File: src/rtl/next_pc_ctrl.sv
// Next-PC scheduler for the fetch stage: arbitrates sequential fetch, jumps, branches,
// traps and mret, buffering a redirect across cache stalls. Optional: NEXT_PC_PERF_CNT_EN.
module next_pc_ctrl #(
  parameter logic [31:0] RESET_PC = 32'h0000_0000,
  parameter logic [31:0] TRAP_VEC = 32'h0000_1000
) (
  input  logic        clk,
  input  logic        rst,
  input  logic        hazard_stall,
  input  logic        icache_stall,
  input  logic        dcache_stall,
  input  logic [31:0] pc_cur,
  input  logic        jmp_valid,
  input  logic [31:0] jmp_target,
  input  logic        br_taken,
  input  logic [31:0] br_target,
  input  logic        trap_req,
  input  logic [31:0] trap_epc,
  input  logic [3:0]  trap_cause,
  input  logic        mret_req,
  output logic        pc_write,
  output logic [31:0] new_pc,
  output logic        flush_if,
  output logic        flush_id,
  output logic [31:0] epc,
  output logic [3:0]  mcause,
  output logic        ctrl_state
`ifdef NEXT_PC_PERF_CNT_EN
  ,
  output logic [31:0] redirect_cnt,
  output logic [31:0] stall_cnt
`endif
);

  typedef enum logic {RUN = 1'b0, HOLD = 1'b1} state_t;

  state_t      state, state_nxt;
  logic        pend_valid;
  logic [31:0] pend_target;
  logic [1:0]  pend_prio;

  logic        cstall;
  logic        req;
  logic [1:0]  req_prio;
  logic [31:0] req_target;
  logic        latch_req;
  logic        clear_pend;
  logic        applied;

  assign cstall     = icache_stall | dcache_stall;
  assign ctrl_state = state;

  // Priority encode this cycle's request: trap(3) > mret(2) > br(1) > jmp(0).
  always_comb begin
    req        = 1'b1;
    req_prio   = 2'd0;
    req_target = jmp_target;
    if (trap_req) begin
      req_prio   = 2'd3;
      req_target = TRAP_VEC;
    end else if (mret_req) begin
      req_prio   = 2'd2;
      req_target = epc;
    end else if (br_taken) begin
      req_prio   = 2'd1;
      req_target = br_target;
    end else if (!jmp_valid) begin
      req = 1'b0;
    end
  end

  always_comb begin
    state_nxt  = state;
    pc_write   = 1'b0;
    new_pc     = pc_cur + 32'd4;
    flush_if   = 1'b0;
    flush_id   = 1'b0;
    latch_req  = 1'b0;
    clear_pend = 1'b0;
    applied    = 1'b0;
    if (!rst) begin
      new_pc    = RESET_PC;
      state_nxt = RUN;
    end else begin
      case (state)
        RUN: begin
          if (!req) begin
            pc_write = !(hazard_stall | cstall);
          end else if (cstall) begin
            latch_req = 1'b1;
            state_nxt = HOLD;
          end else begin
            applied  = 1'b1;
            pc_write = 1'b1;
            new_pc   = req_target;
            flush_if = 1'b1;
            flush_id = (req_prio != 2'd0);
          end
        end
        HOLD: begin
          if (cstall) begin
            latch_req = req && (!pend_valid || req_prio >= pend_prio);
          end else begin
            applied    = 1'b1;
            pc_write   = 1'b1;
            flush_if   = 1'b1;
            clear_pend = 1'b1;
            state_nxt  = RUN;
            // A fresh request wins ties against the buffered one.
            if (req && (!pend_valid || req_prio >= pend_prio)) begin
              new_pc   = req_target;
              flush_id = (req_prio != 2'd0);
            end else begin
              new_pc   = pend_target;
              flush_id = (pend_prio != 2'd0);
            end
          end
        end
        default: state_nxt = RUN;
      endcase
    end
  end

  always_ff @(posedge clk) begin
    if (!rst) begin
      state       <= RUN;
      pend_valid  <= 1'b0;
      pend_target <= 32'd0;
      pend_prio   <= 2'd0;
      epc         <= 32'd0;
      mcause      <= 4'd0;
    end else begin
      state <= state_nxt;
      if (latch_req) begin
        pend_valid  <= 1'b1;
        pend_target <= req_target;
        pend_prio   <= req_prio;
      end else if (clear_pend) begin
        pend_valid <= 1'b0;
      end
      if (trap_req) begin
        epc    <= trap_epc;
        mcause <= trap_cause;
      end
    end
  end

`ifdef NEXT_PC_PERF_CNT_EN
  always_ff @(posedge clk) begin
    if (!rst) begin
      redirect_cnt <= 32'd0;
      stall_cnt    <= 32'd0;
    end else begin
      if (applied && redirect_cnt != 32'hFFFF_FFFF) redirect_cnt <= redirect_cnt + 32'd1;
      if (!pc_write && stall_cnt != 32'hFFFF_FFFF) stall_cnt <= stall_cnt + 32'd1;
    end
  end
`else
  logic unused_applied;
  assign unused_applied = applied;
`endif

endmodule

File: config.mk
export PLATFORM = sky130hd
export DESIGN_NAME = next_pc_ctrl
export DESIGN_NICKNAME = d
export VERILOG_FILES = /design/src/rtl/next_pc_ctrl.sv
export SDC_FILE = /design/constraint.sdc
export NUM_CORES = 1
export LEC_CHECK = 0
export ABC_AREA = 0
export CAP_MARGIN = 20
export CORE_ASPECT_RATIO = 0.8
export CORE_MARGIN = 3
export CORE_UTILIZATION = 42
export CTS_BUF_LIST = sky130_fd_sc_hd__clkbuf_16
export DETAILED_ROUTE_END_ITERATION = 10
export PLACE_DENSITY = 0.79
export SLEW_MARGIN = 20
export SYNTH_ARGS = -nofsm -noshare
export SYNTH_HDL_FRONTEND = slang
export SYNTH_SLANG_ARGS = --single-unit
File: constraint.sdc
create_clock -name clk -period 3.64 [get_ports clk]
set_clock_uncertainty 0.1 [all_clocks]
set_input_delay 0.546 -clock clk [delete_from_list [all_inputs] [get_ports clk]]
set_output_delay 0.546 -clock clk [all_outputs]
set_load 0.03 [all_outputs]
==> results_dict.tcl <==
set metrics [dict create \
    syn_nets 691 \
    syn_area_um2 4630 \
    rows 33 \
    max_freq_mhz 286 \
    htreeDepth 3 \
    switchingPower_w 0.000740 \
    fin_ws_ns 0.142 \
    start_kind "input pin" \
    synth.avg_cell_area_um2 8.46 \
    crit_type "in2out" \
    fillers 845 \
    wirelength_mm 16.6 \
    hpwl_mm 12.9 \
    drc 0 \
    max_slew_margin_pct 54.4 \
    drive_gt1_share_pct 14.0 \
    worstPathMaxFanout 33 \
    drtIter0Drc 232 \
    grt_pass1_vias 4840 \
    seq_power_share_pct 36.8 \
    antenna_cells 0 \
    clock_power_share_pct 31.8 \
    synth_cell_types 49 \
    final_nets 892 \
    num_vias 5035 \
    worstPathArrival_ns 2.85 \
    period_share_pct 96.1 \
    hold_viol 0 \
    globalplace.congestion 0.897 \
    slew_violations 0 \
    period_needed_ns 3.50 \
    via_per_inst 5.64 \
    p_leak_nw 2.85 \
    drtPass1Iterations 4 \
    yosysTopAreaCell "dfxtp_1" \
    fin_setup_tns_ns 0 \
    hold_class "reg2reg" \
    die_h_um 99.9 \
    cts_buffers 9 \
    cts_sinks 72 \
    synth_top_area_share_pct 31.2 \
    ys_top_cells_by_area "dfxtp_1 (31%), mux2i_1 (14%), nand2_1 (5.2%), nor2b_1 (4.9%), nand3_1 (4.8%)" \
    worstSetupEndpointType "primary output" \
    pre_cts_slack_ns -0.0664 \
    clock_latency_ns 0.32 \
    grt_pass1_wl_mm 25.6 \
    antenna_found_initial 1 \
    power_density_nw_per_um2 331 \
    clock_path_buffers 2 \
    area_growth_pct 56.3 \
    cap_viol_max_count 0 \
    ys_ff_latch 72 \
    grt_usage_pct 26.4 \
    fin_util_pct 68.9 \
    antenna_left 0 \
    cts_tree "yes" \
    p_sw_share_pct 30.9 \
    ios 213 \
    yosysSeqAreaShare_pct 31.2 \
    intPower_w 0.00166 \
    fp.coreArea_um2 10500 \
    status "completed" \
    setup_viol 0 \
    combPwrFrac_pct 31.4 \
    wl_per_cell_um 18.6 \
    irDropWorstVdd_mv 0.227 \
    async_flop_share_pct 0 \
    io_buffers 212 \
    yosysWarningCount 0 \
    grt_overflow 0 \
    worstMarginPinSlew_ns 0.678 \
    grt_max_degree 62 \
    clkSlewWorstSetupHoldPaths_ns 0.05 \
    start_util_pct 44.1 \
    finalPower_w 0.00240 \
    whs_ns 0.358 \
    crit_required_ns 2.99 \
    cts.hold.buffers_added 0 \
    die_x_um 123 \
    dieArea_um2 12300 \
    synth_cells 547 \
    ys_dominant_reg_cell "dfxtp_1" \
    root_buffer "clkbuf_16" \
    synth_edf_count 0 \
]
[per-stage QoR]
step,cells,area [µm²]
floorplan,547,4630
global placement,875,6910
detailed placement,876,6920
CTS,892,7210
global route,892,7230
finish,892,7230
[layout make-up]
class,instances,area [µm²],area share (%)
clock buffer,9,225,3.12
clock inverter,6,30.0,0.415
inverter,5,18.8,0.260
multi-input combinational,425,3010,41.6
sequential,72,1440,19.9
tap,140,175,2.42
timing repair buffer,235,2330,32.2
[flip-flops by register name, summed over array words and instances (netlist names)]
register     count
ctrl_state       1
epc             32
mcause           4
pend_prio        2
pend_target     32
pend_valid       1
[cells in the mapped netlist (2+ instances only)]
cell type and count:
a21oi_1 18, a221oi_1 11, a221oi_2 6, and2_1 2, and3_1 3, buf_1 4
buf_2 15, buf_4 6, clkbuf_1 20, dfxtp_1 72, ha_1 3, inv_1 4
mux2i_1 67, nand2_1 64, nand2b_1 3, nand3_1 44, nand3_2 2, nand4_1 6
nand4_2 2, nor2_1 11, nor2b_1 36, nor3_1 4, nor3_4 2, nor4_1 2
nor4_4 3, o211a_1 3, o211ai_1 27, o21ai_0 28, o21ai_1 23, o221ai_1 11
o22ai_1 2, xnor2_1 8, xor2_1 19
[path summary, 6_finish.rpt]
kind	start	end	slack, ns	cells past startpoint
min	pend_target[10]$_SDFFE_PN0P_	pend_target[10]$_SDFFE_PN0P_	0.36	2
max	mret_req	new_pc[18]	0.14	13
min reg2reg	pend_target[10]$_SDFFE_PN0P_	pend_target[10]$_SDFFE_PN0P_	0.36	2
max reg2reg	pend_prio[1]$_SDFFE_PN0P_	pend_target[11]$_SDFFE_PN0P_	1.44	7
[logic make-up (layout without fill, tap and decap cells)]
logic type      Yosys count  after routing  share of synthesized area (%)
compound gates          134            134                           19.9
xor+xnor                 27             27                           5.11
fa+ha+maj                 3              3                          0.812
buf+inv                  50            255                           4.95
flops                    72             72                           31.2
mux                      68             68                           14.7
simple gates            193            193                           23.3
[per-layer routing]
layer,vias up,global-route usage (%),part of all wire (%)
met4,2,7.83,2.2
met1,2342,37.9,45
li1,2418,-,-
met3,31,6.48,8.2
met2,242,39.2,44
met5,-,0,0.078
[critical path, stage by stage]
cell	delay [ns]
clkdlybuf4s50_1	0.49
inv_2	0.06
buf_4	0.13
nand2_1	0.08
ha_1	0.14
nand2b_1	0.17
a21oi_1	0.07
o21bai_2	0.11
buf_4	0.32
o21ai_0	0.12
a221oi_1	0.30
buf_4	0.19
buf_12	0.11
[what timing repair did]
item,in CTS,in global routing
resized for setup,4,5
setup endpoints to repair,10,30
setup buffers,1,0
pin swaps,1,2
[power groups by stage]
| stage | sequential (W) | clock, W | combinational, W |
|---|---|---|---|
| final | 0.000882 | 0.000762 | 0.000751 |
| after global routing | 0.000888 | 0.000803 | 0.000802 |
| after CTS | 0.000881 | 0.000779 | 0.000745 |
| after detailed placement | 0.000897 | 0 | 0.000736 |
| after global placement | 0.000895 | 0 | 0.000724 |
| after floorplan | 0.000934 | 0 | 0.000329 |
[cell usage in the layout, fill, tap and decap left out, types with 6 or more instances in the layout]
cell | synthesis | final
clkdlybuf4s50_1 | 0 | 176
dfxtp_1 | 72 | 72
mux2i_1 | 67 | 67
nand2_1 | 64 | 64
buf_4 | 6 | 45
nand3_1 | 44 | 44
nor2b_1 | 36 | 36
o21ai_0 | 28 | 28
o211ai_1 | 27 | 27
o21ai_1 | 23 | 23
xor2_1 | 19 | 19
a21oi_1 | 18 | 14
nor2_1 | 11 | 11
o221ai_1 | 11 | 11
buf_12 | 0 | 10
a221oi_2 | 6 | 9
clkbuf_16 | 0 | 9
xnor2_1 | 8 | 8
a221oi_1 | 11 | 8
inv_1 | 4 | 6
nand4_1 | 6 | 6
(Power assumes the default switching activity.)
